--- src/rtl/mul_grp_acc.sv ---
// mul_grp_acc: three-stage multiply and group-sum block.
// Stage 0 captures an operand pair. Stage 1 forms the full-width product.
// Stage 2 adds GRP consecutive products and publishes each finished group
// on dout, with a one-cycle dout_en pulse.
// Operand registers load only on accepted samples, so the multiplier inputs
// stay still while the stream is idle.
module mul_grp_acc #(
  parameter int W      = 4,
  parameter int GRP    = 2,
  parameter int SIGNED = 0,
  localparam int OW    = 2*W + $clog2(GRP)
) (
  input  logic          clk,
  input  logic          rstn,
  input  logic          en,
  input  logic          clr,
  input  logic [W-1:0]  mul1,
  input  logic [W-1:0]  mul2,
  output logic          dout_en,
  output logic [OW-1:0] dout,
  output logic          partial
);

  // Group index width; kept at least one bit so GRP=1 still has a legal vector.
  localparam int IDXW = (GRP > 1) ? $clog2(GRP) : 1;
  localparam int PW   = 2*W;

  localparam logic [IDXW-1:0] IDX_LAST = IDXW'(GRP - 1);
  localparam logic [IDXW-1:0] IDX_ONE  = IDXW'(1);

  // ---------------------------------------------------------------------
  // Stage 0: operand capture
  // ---------------------------------------------------------------------
  logic [W-1:0] op1_q, op2_q;
  logic         v0_q;
  logic         accept;

  // clr wins over a same-cycle en, and that sample is dropped.
  assign accept = en & ~clr;

  // Operand registers load only on an accepted sample.
  // Their values are therefore never disturbed by don't-care inputs.
  always_ff @(posedge clk or negedge rstn) begin
    if (!rstn) begin
      op1_q <= '0;
      op2_q <= '0;
    end else if (accept) begin
      op1_q <= mul1;
      op2_q <= mul2;
    end
  end

  // Stage-0 valid: marks a freshly captured pair.
  always_ff @(posedge clk or negedge rstn) begin
    if (!rstn) v0_q <= 1'b0;
    else       v0_q <= accept;
  end

  // ---------------------------------------------------------------------
  // Stage 1: multiply
  // ---------------------------------------------------------------------
  logic [PW-1:0] op1_ext, op2_ext, prod_d, prod_q;
  logic          op1_sx, op2_sx;
  logic          v1_q;

  // Sign bits used for extension; forced to zero in unsigned mode.
  assign op1_sx = (SIGNED != 0) & op1_q[W-1];
  assign op2_sx = (SIGNED != 0) & op2_q[W-1];

  // Extend both operands to 2W first. The low 2W bits of the product are
  // then exact for both signed and unsigned operands.
  assign op1_ext = {{W{op1_sx}}, op1_q};
  assign op2_ext = {{W{op2_sx}}, op2_q};
  assign prod_d  = op1_ext * op2_ext;

  // Product register loads only behind a valid stage-0 entry.
  // Otherwise it holds, so the adder inputs stay quiet.
  always_ff @(posedge clk or negedge rstn) begin
    if (!rstn) begin
      prod_q <= '0;
    end else if (v0_q && !clr) begin
      prod_q <= prod_d;
    end
  end

  // Stage-1 valid: follows stage 0 unless the pipeline is being flushed.
  always_ff @(posedge clk or negedge rstn) begin
    if (!rstn) v1_q <= 1'b0;
    else       v1_q <= v0_q & ~clr;
  end

  // ---------------------------------------------------------------------
  // Stage 2: group accumulation
  // ---------------------------------------------------------------------
  logic [OW-1:0]   prod_ext;
  logic [OW-1:0]   sum;
  logic [OW-1:0]   acc_q, acc_d;
  logic [OW-1:0]   dout_q, dout_d;
  logic            dout_en_q, dout_en_d;
  logic [IDXW-1:0] idx_q, idx_d;
  logic            prod_sx;
  logic            last;

  assign prod_sx = (SIGNED != 0) & prod_q[PW-1];

  // Widen the product to the result width.
  // The widths already match when GRP=1.
  generate
    if (OW > PW) begin : g_ext
      assign prod_ext = {{(OW-PW){prod_sx}}, prod_q};
    end else begin : g_noext
      assign prod_ext = prod_q;
    end
  endgenerate

  // The first element of a group replaces the stale accumulator value.
  assign sum  = (idx_q == '0) ? prod_ext : (acc_q + prod_ext);
  assign last = (idx_q == IDX_LAST);

  // Next-state logic for the accumulator, index and result.
  // Defaults hold state and keep the result pulse low.
  always_comb begin
    acc_d     = acc_q;
    idx_d     = idx_q;
    dout_d    = dout_q;
    dout_en_d = 1'b0;
    if (clr) begin
      acc_d = '0;
      idx_d = '0;
    end else if (v1_q) begin
      acc_d = sum;
      if (last) begin
        dout_d    = sum;
        dout_en_d = 1'b1;
        idx_d     = '0;
      end else begin
        idx_d = idx_q + IDX_ONE;
      end
    end
  end

  // Stage-2 state register.
  // dout keeps the last completed group across idle cycles and clr.
  always_ff @(posedge clk or negedge rstn) begin
    if (!rstn) begin
      acc_q     <= '0;
      idx_q     <= '0;
      dout_q    <= '0;
      dout_en_q <= 1'b0;
    end else begin
      acc_q     <= acc_d;
      idx_q     <= idx_d;
      dout_q    <= dout_d;
      dout_en_q <= dout_en_d;
    end
  end

  assign dout    = dout_q;
  assign dout_en = dout_en_q;

  // A group is in progress if it has accumulated elements or anything is in flight.
  assign partial = (idx_q != '0) | v0_q | v1_q;

endmodule

--- config.mk ---
export PLATFORM = sky130hd
export DESIGN_NAME = mul_grp_acc
export DESIGN_NICKNAME = d
export VERILOG_FILES = /design/src/rtl/mul_grp_acc.sv
export SDC_FILE = /design/constraint.sdc
export NUM_CORES = 1
export LEC_CHECK = 0
export ABC_AREA = 1
export CORE_UTILIZATION = 40
export CTS_CLUSTER_DIAMETER = 50
export DETAILED_ROUTE_END_ITERATION = 10
export DONT_BUFFER_PORTS = 1
export SLEW_MARGIN = 20
export SYNTH_ARGS = -nofsm -noshare
export SYNTH_HDL_FRONTEND = slang
export SYNTH_SLANG_ARGS = --single-unit
--- constraint.sdc ---
create_clock -name clk -period 2.7 [get_ports clk]
set_clock_uncertainty 0.2 [all_clocks]
set_input_delay 0.27 -clock clk [delete_from_list [all_inputs] [get_ports clk]]
set_output_delay 0.27 -clock clk [all_outputs]
set_load 0.05 [all_outputs]
==> Implementation_results.wiki, run 1 <==
{| class="wikitable"
! Metric !! Value
|-
| Run status || finished, final reports clean
|-
| Final count of negative-setup-slack endpoints || 0
|-
| Antenna Diode Count || 0
|-
| Cell types with the largest area share after synthesis || sky130_fd_sc_hd__dfrtp_1 (41%), sky130_fd_sc_hd__nand2_1 (20%), sky130_fd_sc_hd__ha_1 (11%)
|-
| Share of the synthesized area in the top cell type || 41.0%
|-
| Crit path time final || 2.61 ns
|-
| Setup WS post-layout || 0.0864 ns
|-
| Flops & latches, synth || 38
|-
| Net switching power || 0.000623 W
|-
| Most frequent cells in the layout || sky130_fd_sc_hd__nand2_1 (121), sky130_fd_sc_hd__dfrtp_1 (38), sky130_fd_sc_hd__inv_1 (37), sky130_fd_sc_hd__nand3_1 (24), sky130_fd_sc_hd__ha_1 (18)
|-
| Actual transition at the worst max-transition pin || 0.525 ns
|-
| Gp weighted congestion || 0.782
|-
| Area inside the core boundary || 5540 um^2
|-
| TritonCTS clock tree || done
|-
| Maximum Capacitance Violations || 0
|-
| Worst setup SP type || register
|-
| Worst slack after detailed placement || 0.0139 ns
|-
| Headroom to the max-slew limit || 65.0%
|-
| Antenna Nets Post-Route || 0
|-
| Share of synthesized area occupied by flip-flops and latches || 41.0%
|-
| Antenna violations before repair || 0
|-
| Category of the most critical setup path || register to register
|-
| PortBufs || 0
|-
| Avg WL per Cell || 12.5 um
|-
| Clock latency on the worst-skew pair || 0.30 ns
|-
| All-layer global routing usage || 17.9%
|-
| Combinational Power Share || 26.6%
|-
| Average instance area after synthesis || 7.80 um^2
|-
| Internal power of the cells || 0.00122 W
|-
| Pin count of the biggest net entering global routing || 39
|-
| Clock slew at reported path FFs || 0.08 ns
|-
| Detailed placer's ending HPWL || 3480 um
|-
| Total number of nets in the final design || 356
|-
| Starting utilization of the core area || 41.8%
|-
| Final Max Tran Viols || 0
|-
| Via count of the first global-routing pass || 1903
|-
| Total Routed Length || 4900 um
|-
| Ports placed on the boundary || 23
|-
| Total standard cell area after synthesis || 2320 um^2
|-
| CTS H-tree depth || 2
|-
| Count of fill cells added during filler insertion || 557
|-
| Clock power share || 31.8%
|-
| Chip Width || 78.1 um
|-
| TritonCTS Sinks || 38
|-
| Number of hold violations in the final report || 0
|-
| Leakage power summed over all cells || 1.53 nW
|-
| Highest net fanout along the worst path || 3
|-
| Iteration-0 DRC count of the detailed router || 91
|-
| Period Utilization, post-route || 96.8%
|-
| Average vias per placed instance || 4.82
|-
| Most common cell after layout, fill and taps aside || sky130_fd_sc_hd__nand2_1
|-
| Total iterations of the first detailed-routing run || 4
|-
| Highest achievable clock rate || 0.383 GHz
|-
| TNS Setup || 0 ns
|-
| Worst min path class || input pin to register
|-
| Sequential share of power || 41.6%
|-
| Synthesized net count || 334
|-
| Chip Height || 78.1 um
|-
| Arrival time at the worst endpoint || 2.59 ns
|-
| Wire length of the first global-routing pass || 8530 um
|-
| Critical path capture point type || register
|-
| Number of buffers created by CTS || 5
|-
| Buffer type at the clock tree root || sky130_fd_sc_hd__clkbuf_8
|-
| Fraction of final layout cells sized beyond drive strength 1 || 10.0%
|-
| Netlist cell types || 26
|-
| Count of vias placed by the detailed router || 1889
|-
| Required @ worst endpoint || 2.68 ns
|-
| Storage cell area || 951 um^2
|-
| RSZ-0062 raised after global routing || true
|-
| Combined area of the multi-input logic cells || 1230 um^2
|-
| Maximum number of buffers from clock root to sink || 2
|-
| Total Die Area || 6100 um^2
|-
| Dominant cell type by area after synthesis || sky130_fd_sc_hd__dfrtp_1
|-
| Synthesis warning total || 0
|-
| Core Rows || 27
|-
| Post-synthesis to final-layout area growth || 18.0%
|-
| DRC violation count after routing || 0
|-
| Aggregate global routing overflow || 0
|-
| Switching share of power || 33.8%
|-
| Instance count of the mapped netlist || 297
|-
| Largest vdd supply drop || 299 uV
|-
| Pwr per Cell Area || 674 nW/um^2
|}
[registers in the layout (all words and copies together) (netlist names)]
signal and flops:
acc_q 9, idx_q 1, v1_q 1, dout_en 1, v0_q 1, prod_q 8, dout 9, op2_q 4
op1_q 4
[cells by family (layout without fill, tap and decap cells)]
kind of cell	count (synthesis)	after routing	synth area share, %
simple gates	162	162	28.9
buf+inv	44	67	7.67
flops	38	38	41.0
compound gates	23	23	5.40
fa+ha+maj	25	25	15.1
xor+xnor	5	5	1.89
[per-layer routing]
metal	up-vias	global-route usage, %	routed length [um]
met4	0	5.74	23
li1	978	-	-
met1	884	23.3	2400
met2	25	29.6	2380
met3	2	3.72	94
met5	-	0	0
[area by class of cell]
cell class	count	share of cell area (%)
multi-input cells	215	44.9
inverters	41	5.63
repair buffers	18	6.32
clock buffers	5	2.52
clock inverters	3	2.52
flip-flops and latches	38	34.8
well taps	72	3.30
[repair_timing]
| action | CTS | global route |
|---|---|---|
| setup buffers | 0 | 0 |
| pin swaps | 0 | 2 |
| hold buffers | 11 | 0 |
| setup endpoints to repair | 1 | 4 |
| gates resized for setup | 1 | 7 |
| hold endpoints to repair | 56 | 0 |
[metrics by stage]
| stage | area (um^2) | util [%] | hold slack (ns) | total power (W) | std cells |
|---|---|---|---|---|---|
| after global placement | 2440 | 44.0 | -0.225 | 0.00120 | 373 |
| after global routing | 2730 | 49.3 | 0.0292 | 0.00196 | 392 |
| after floorplan | 2320 | - | -0.226 | 0.00111 | 297 |
| after detailed placement | 2440 | 44.0 | -0.225 | 0.00121 | 373 |
| after CTS | 2700 | 48.7 | 0.0217 | 0.00183 | 392 |
| final | 2730 | 49.3 | 0.0242 | 0.00184 | 392 |
[power groups by stage]
stage	clock network (W)	logic [W]	registers, W
after floorplan	0	0.000340	0.000768
after global routing	0.000614	0.000565	0.000779
after detailed placement	0	0.000433	0.000779
after global placement	0	0.000425	0.000778
final	0.000586	0.000490	0.000767
after CTS	0.000596	0.000467	0.000768
[critical path, stage by stage, from the launching register on]
cell	delay, ns
sky130_fd_sc_hd__dfrtp_1	0.37
sky130_fd_sc_hd__nand2_2	0.07
sky130_fd_sc_hd__fa_1	0.50
sky130_fd_sc_hd__fa_1	0.54
sky130_fd_sc_hd__inv_1	0.07
sky130_fd_sc_hd__fa_2	0.39
sky130_fd_sc_hd__nand3_1	0.10
sky130_fd_sc_hd__nand2_1	0.06
sky130_fd_sc_hd__xnor2_1	0.14
sky130_fd_sc_hd__o21ai_1	0.07
[synthesized netlist by cell type]
library cell / count
sky130_fd_sc_hd__nand3_1: 24
sky130_fd_sc_hd__nor2_1: 6
sky130_fd_sc_hd__o21ai_1: 6
sky130_fd_sc_hd__o31ai_1: 1
sky130_fd_sc_hd__nand4_1: 3
sky130_fd_sc_hd__or2_2: 2
sky130_fd_sc_hd__xnor2_1: 3
sky130_fd_sc_hd__nand3b_1: 1
sky130_fd_sc_hd__buf_2: 1
sky130_fd_sc_hd__a21oi_1: 7
sky130_fd_sc_hd__nor2_2: 2
sky130_fd_sc_hd__ha_1: 20
sky130_fd_sc_hd__a31oi_1: 1
sky130_fd_sc_hd__buf_6: 1
sky130_fd_sc_hd__fa_1: 5
sky130_fd_sc_hd__inv_1: 37
sky130_fd_sc_hd__a22o_1: 1
sky130_fd_sc_hd__o21a_1: 1
sky130_fd_sc_hd__nand2_1: 122
sky130_fd_sc_hd__o21ai_0: 6
sky130_fd_sc_hd__nand2_2: 1
sky130_fd_sc_hd__buf_4: 1
sky130_fd_sc_hd__nor2_4: 1
sky130_fd_sc_hd__inv_2: 4
sky130_fd_sc_hd__dfrtp_1: 38
sky130_fd_sc_hd__xor2_1: 2
[worst paths after layout]
check | start | endpoint | slack (ns) | cells after the start
setup / recovery | op2_q[2]$_DFFE_PN0P_ | prod_q[6]$_DFFE_PN0P_ | 0.09 | 9
hold / removal | clr | acc_q[6]$_DFFE_PN0P_ | 0.02 | 3
hold reg to reg | acc_q[3]$_DFFE_PN0P_ | acc_q[3]$_DFFE_PN0P_ | 0.30 | 2
min in group asynchronous | rstn | acc_q[7]$_DFFE_PN0P_ | 0.25 | 2
max in group asynchronous | rstn | prod_q[2]$_DFFE_PN0P_ | 1.86 | 2
setup reg to reg | op2_q[2]$_DFFE_PN0P_ | prod_q[6]$_DFFE_PN0P_ | 0.09 | 9
(Power assumes the default switching activity.)
==> run 2, diff against run 1 <==
- CELL_PAD_IN_SITES_DETAIL_PLACEMENT: not set -> 2
- CELL_PAD_IN_SITES_GLOBAL_PLACEMENT: not set -> 2
- CORE_UTILIZATION: 40 -> 33
- PLACE_DENSITY_LB_ADDON: not set -> 0.1
==> run 2 against run 1 <==
Effect of this change:
- cell count is 7.4% higher
- fmax grew 1.8%
- register-to-register slack better by 0.05 ns
- hold slack lost 0.017 ns
- combinational power is 12% higher
- utilization is 7.4 points lower
- first-iteration DRC count is 49% lower
- critical path type unchanged
- clock-buffer cell count grew 1
- worst setup slack improved by 0.047 ns
==> Implementation_results.wiki, run 2 (synthesis gave the netlist of run 1 again) <==
{| class="wikitable"
! Metric !! Value
|-
| Worst Hold Path Cells || 3
|-
| Worst slack after detailed placement || -0.0460 ns
|-
| Reg2Reg Depth || 10
|-
| Combinational Power Share || 28.5%
|-
| Antenna Diode Count || 0
|-
| Fraction of final layout cells sized beyond drive strength 1 || 12.9%
|-
| Highest net fanout along the worst path || 3
|-
| Period Utilization, post-route || 95.1%
|-
| Average vias per placed instance || 4.72
|-
| Sequential share of power || 40.1%
|-
| Wire length of the first global-routing pass || 10400 um
|-
| Total number of nets in the final design || 361
|-
| Clock slew at reported path FFs || 0.08 ns
|-
| Arrival time at the worst endpoint || 2.52 ns
|-
| Gp weighted congestion || 0.783
|-
| All-layer global routing usage || 18.7%
|-
| TritonCTS Sinks || 38
|-
| Buffer type at the clock tree root || sky130_fd_sc_hd__clkbuf_8
|-
| Final Max Tran Viols || 0
|-
| Post-route cell area || 2850 um^2
|-
| Slack of the worst reg-to-reg path || 0.13 ns
|-
| Clock latency on the worst-skew pair || 0.30 ns
|-
| Actual transition at the worst max-transition pin || 0.719 ns
|-
| Headroom to the max-slew limit || 51.9%
|-
| Total iterations of the first detailed-routing run || 2
|-
| Detailed placer's ending HPWL || 4870 um
|-
| Number of buffers created by CTS || 5
|-
| Ports placed on the boundary || 23
|-
| Largest vdd supply drop || 232 uV
|-
| Via count of the first global-routing pass || 2119
|-
| Pwr per Cell Area || 678 nW/um^2
|-
| Worst hold slack || 0.00693 ns
|-
| Antenna Nets Post-Route || 0
|-
| Met1 Routed Length || 2750 um
|-
| Post-DP Area || 2490 um^2
|-
| Required @ worst endpoint || 2.66 ns
|-
| Highest achievable clock rate || 0.390 GHz
|-
| CTS H-tree depth || 2
|-
| Area inside the core boundary || 6790 um^2
|-
| Number of hold violations in the final report || 0
|-
| Count of vias placed by the detailed router || 1986
|-
| Core Rows || 30
|-
| Setup WS post-layout || 0.133 ns
|-
| Final core utilization || 41.9%
|-
| DRC violation count after routing || 0
|-
| Chip Height || 85.8 um
|-
| Total Die Area || 7360 um^2
|-
| TritonCTS clock tree || done
|-
| RSZ-0062 raised after global routing || false
|-
| Avg WL per Cell || 15.2 um
|-
| Run status || finished, final reports clean
|-
| Post-synthesis to final-layout area growth || 22.9%
|-
| Starting utilization of the core area || 34.1%
|-
| Crit path time final || 2.57 ns
|-
| Category of the most critical setup path || register to register
|-
| Met2 Routed Length || 3450 um
|-
| Net switching power || 0.000657 W
|-
| Most common cell after layout, fill and taps aside || sky130_fd_sc_hd__nand2_1
|-
| Total Routed Length || 6390 um
|-
| Maximum Capacitance Violations || 0
|-
| Switching share of power || 34.0%
|-
| Chip Width || 85.8 um
|-
| Critical path capture point type || register
|-
| Internal power of the cells || 0.00127 W
|-
| Worst min path class || input pin to register
|-
| Antenna violations before repair || 0
|-
| Total length of routed met3 wires || 107 um
|-
| Final count of negative-setup-slack endpoints || 0
|-
| Count of fill cells added during filler insertion || 793
|-
| Iteration-0 DRC count of the detailed router || 46
|-
| Clock power share || 31.5%
|-
| Most frequent cells in the layout || sky130_fd_sc_hd__nand2_1 (120), sky130_fd_sc_hd__dfrtp_1 (38), sky130_fd_sc_hd__inv_1 (36), sky130_fd_sc_hd__nand3_1 (23), sky130_fd_sc_hd__ha_1 (15)
|-
| Maximum number of buffers from clock root to sink || 2
|-
| Worst setup SP type || register
|-
| Aggregate global routing overflow || 0
|-
| TNS Setup || 0 ns
|-
| Uppermost routed layer || met4
|-
| Pin count of the biggest net entering global routing || 39
|-
| Leakage power summed over all cells || 1.55 nW
|-
| PortBufs || 0
|}
run 2: cell types whose count changed in the layout (fill, tap and decap cells not counted), sizes merged:
cell,delta
clkinv,-1
buf,+5
clkbuf,+1
run 2: worst max-delay path, cell delays in order (launching register included):
cell and delay, ns:
sky130_fd_sc_hd__dfrtp_1 0.38, sky130_fd_sc_hd__nand2_2 0.07, sky130_fd_sc_hd__fa_1 0.49, sky130_fd_sc_hd__fa_1 0.50, sky130_fd_sc_hd__inv_2 0.05, sky130_fd_sc_hd__ha_1 0.32
sky130_fd_sc_hd__nand4_1 0.14, sky130_fd_sc_hd__nand3_1 0.09, sky130_fd_sc_hd__nand2_1 0.06, sky130_fd_sc_hd__nand3_1 0.06, sky130_fd_sc_hd__o21ai_1 0.06
run 2: final timing paths:
path,from,endpoint
setup / recovery,op1_q[1]$_DFFE_PN0P_,prod_q[7]$_DFFE_PN0P_
max in group asynchronous,rstn,op1_q[1]$_DFFE_PN0P_
hold / removal,clr,acc_q[1]$_DFFE_PN0P_
hold reg to reg,acc_q[5]$_DFFE_PN0P_,acc_q[5]$_DFFE_PN0P_
min in group asynchronous,rstn,dout[1]$_DFFE_PN0P_
setup reg to reg,op1_q[1]$_DFFE_PN0P_,prod_q[7]$_DFFE_PN0P_
run 2: power groups by stage:
stage               Clock, W  Combinational, W  Sequential [W]
finish              0.000607          0.000549        0.000773
CTS                 0.000626          0.000511        0.000773
floorplan                  0          0.000340        0.000768
detailed placement         0          0.000476        0.000783
global placement           0          0.000458        0.000779
global route        0.000643          0.000627        0.000784
run 2: metal layers:
metal | track usage (%) | vias to the layer above
met3 | 3.37 | 6
met1 | 21.7 | 975
li1 | - | 985
met5 | 0 | -
met2 | 34.8 | 20
met4 | 5.91 | 0
run 2: repair_timing:
item                       in CTS  in global routing
hold endpoints to repair       51                  0
buffers inserted                0                  2
hold buffers                   11                  0
gates resized for setup         1                 13
setup endpoints to repair       1                  3
pin swaps                       0                  7
run 2: through the flow:
step           cells  power [W]
4_1_cts          419    0.00191
2_1_floorplan    297    0.00111
3_5_place_dp     400    0.00126
6_report         421    0.00193
3_3_place_gp     400    0.00124
5_1_grt          421    0.00205
run 2: cell type report:
class / instances / area (um^2) / area share, %
multi-input combinational: 215 / 1270 / 44.6
sequential: 38 / 951 / 33.4
timing repair buffer: 23 / 210 / 7.38
inverter: 41 / 154 / 5.40
tap: 96 / 120 / 4.22
clock buffer: 6 / 82.6 / 2.90
clock inverter: 2 / 60.1 / 2.11
==> run 3, diff against run 2 <==
- REMOVE_ABC_BUFFERS: not set -> 1
==> run 3 against run 2 <==
Effect of this change:
- via count hardly changed
- sequential share of layout area is 0.95 points higher
- cell area is 2.8% lower
- clock-buffer cell count is 1 higher
- clock power is 32% lower
- highest routed layer unchanged
==> Implementation_results.wiki, run 3 (synthesis gave the netlist of run 1 again) <==
{| class="wikitable"
! Metric !! Value
|-
| Via count of the first global-routing pass || 2240
|-
| Largest vdd supply drop || 223 uV
|-
| Critical path capture point type || register
|-
| Chip Height || 85.8 um
|-
| Highest achievable clock rate || 0.388 GHz
|-
| Critical path's slowest cell || sky130_fd_sc_hd__fa_2
|-
| Total Die Area || 7360 um^2
|-
| Clock latency on the worst-skew pair || 0.28 ns
|-
| RSZ-0062 raised after global routing || false
|-
| Antenna violations before repair || 0
|-
| Total number of nets in the final design || 360
|-
| Post-synthesis to final-layout area growth || 19.5%
|-
| Hold Crit Endpoint || acc_q[1]$_DFFE_PN0P_
|-
| Final count of negative-setup-slack endpoints || 0
|-
| Average vias per placed instance || 4.73
|-
| Most common cell after layout, fill and taps aside || sky130_fd_sc_hd__nand2_1
|-
| Count of vias placed by the detailed router || 1985
|-
| Overall Power || 0.00172 W
|-
| Gp weighted congestion || 0.786
|-
| DRC violation count after routing || 0
|-
| Number of buffer and inverter instances along the worst setup path || 3
|-
| Hold_sp || clr
|-
| Launch point of the worst reg-to-reg path || op1_q[1]$_DFFE_PN0P_
|-
| Reg2Reg Depth || 12
|-
| Total Routed Length || 6360 um
|-
| Fraction of final layout cells sized beyond drive strength 1 || 11.4%
|-
| Inst Count DP || 399
|-
| Worst min path class || input pin to register
|-
| Area inside the core boundary || 6790 um^2
|-
| Total iterations of the first detailed-routing run || 4
|-
| Maximum number of buffers from clock root to sink || 2
|-
| Core Rows || 30
|-
| TritonCTS clock tree || done
|-
| Highest net fanout along the worst path || 3
|-
| Leakage power summed over all cells || 1.52 nW
|-
| Headroom to the max-slew limit || 65.8%
|-
| All-layer global routing usage || 18.7%
|-
| Iteration-0 DRC count of the detailed router || 46
|-
| Avg WL per Cell || 15.2 um
|-
| Number of hold violations in the final report || 0
|-
| Antenna Diode Count || 0
|-
| Aggregate global routing overflow || 0
|-
| Most frequent cells in the layout || sky130_fd_sc_hd__nand2_1 (121), sky130_fd_sc_hd__dfrtp_1 (38), sky130_fd_sc_hd__inv_1 (36), sky130_fd_sc_hd__nand3_1 (24), sky130_fd_sc_hd__ha_1 (16)
|-
| Antenna Nets Post-Route || 0
|-
| Detailed placer's ending HPWL || 4780 um
|-
| Period Utilization, post-route || 95.5%
|-
| PortBufs || 0
|-
| Pin count of the biggest net entering global routing || 39
|-
| Worst reg2reg path endpoint || prod_q[6]$_DFFE_PN0P_
|-
| TritonCTS Sinks || 38
|-
| Number of buffers created by CTS || 5
|-
| List of cells traversed by the critical path || buf_4 > buf_4 > nand2_1 > inv_1 > ha_1 > ha_4 > ha_4 > fa_2 > nand3_1 > nand2_1 > xnor2_1 > o21ai_1
|-
| Worst Hold Path Cells || 3
|-
| Worst setup SP type || register
|-
| Wire length of the first global-routing pass || 10700 um
|-
| Slowest stage delay, CP || 0.41 ns
|-
| Pwr per Cell Area || 621 nW/um^2
|-
| Actual transition at the worst max-transition pin || 0.513 ns
|-
| Final Max Tran Viols || 0
|-
| CTS H-tree depth || 2
|-
| Ports placed on the boundary || 23
|-
| Arrival time at the worst endpoint || 2.56 ns
|-
| Buffer type at the clock tree root || sky130_fd_sc_hd__clkbuf_8
|-
| Slack of the worst reg-to-reg path || 0.12 ns
|-
| Maximum Capacitance Violations || 0
|-
| Required @ worst endpoint || 2.68 ns
|-
| Crit path time final || 2.58 ns
|-
| Starting utilization of the core area || 34.1%
|-
| Category of the most critical setup path || register to register
|-
| Post-route non-filler standard cell count || 420
|-
| Clock slew at reported path FFs || 0.08 ns
|-
| Run status || finished, final reports clean
|-
| Chip Width || 85.8 um
|-
| Gate family responsible for the most delay along the worst path || adder cells
|}
[run 3: changes by cell type in the layout (fill, tap and decap cells not counted), sizes merged]
cell / before / now
clkbuf: 6 / 7
buf: 13 / 12
bufinv: 2 / 0
clkinv: 0 / 1
[run 3: power by group]
part,internal (W),switching (W)
Combinational,0.000222,0.000310
Sequential,0.000647,0.000125
Clock,0.000206,0.000208
Total,0.00108,0.000643
[run 3: worst max-delay path by stage]
stage	from	endpoint	slack, ns	cells past startpoint
global placement	op1_q[0]$_DFFE_PN0P_	prod_q[6]$_DFFE_PN0P_	0.05	9
floorplan	op2_q[3]$_DFFE_PN0P_	prod_q[6]$_DFFE_PN0P_	0.04	9
finish	op1_q[1]$_DFFE_PN0P_	prod_q[6]$_DFFE_PN0P_	0.12	12
global route	op1_q[2]$_DFFE_PN0P_	prod_q[5]$_DFFE_PN0P_	0.02	10
detailed placement	op1_q[1]$_DFFE_PN0P_	prod_q[6]$_DFFE_PN0P_	-0.06	9
CTS	op1_q[1]$_DFFE_PN0P_	prod_q[6]$_DFFE_PN0P_	0.006	9
[run 3: final cells by class]
cell class,count,area [um^2]
Multi-Input combinational cell,215,1250
Fill cell,783,4030
Sequential cell,38,951
Clock buffer,7,86.3
Inverter,41,154
Tap cell,96,120
Clock inverter,1,5.00
Timing Repair Buffer,22,203
[run 3: repair_timing]
item                                    4_1_cts  5_1_grt
pin swaps                                     0        3
hold buffers                                 11        0
endpoints found under the hold margin        51        0
endpoints found under the setup margin        2        4
setup buffers                                 0        2
resized for setup                             2        9
[run 3: worst register-to-register path: stages (launching register included)]
cell                      delay, ns
sky130_fd_sc_hd__dfrtp_1       0.39
sky130_fd_sc_hd__buf_4         0.15
sky130_fd_sc_hd__buf_4         0.14
sky130_fd_sc_hd__nand2_1       0.05
sky130_fd_sc_hd__inv_1         0.04
sky130_fd_sc_hd__ha_1          0.31
sky130_fd_sc_hd__ha_4          0.23
sky130_fd_sc_hd__ha_4          0.17
sky130_fd_sc_hd__fa_2          0.41
sky130_fd_sc_hd__nand3_1       0.09
sky130_fd_sc_hd__nand2_1       0.06
sky130_fd_sc_hd__xnor2_1       0.14
sky130_fd_sc_hd__o21ai_1       0.07
[run 3: layer usage]
| layer | routed length (um) | global-route usage (%) | share of wire, % |
|---|---|---|---|
| met2 | 3610 | 36.8 | 57 |
| met4 | 61 | 3.64 | 0.96 |
| met5 | 0 | 0 | 0 |
| met3 | 99 | 2.98 | 1.6 |
| met1 | 2600 | 21.3 | 41 |
[run 3: through the flow]
step	setup TNS, ns	area (um^2)	util, %	setup WS (ns)	hold slack, ns
2_1_floorplan	0	2290	-	0.0430	-0.226
3_3_place_gp	0	2480	36.5	0.0472	-0.224
3_5_place_dp	-0.0807	2480	36.5	-0.0587	-0.224
4_1_cts	0	2710	39.9	0.00608	0.0148
5_1_grt	0	2770	40.8	0.0222	0.0281
6_report	0	2770	40.8	0.122	0.0154
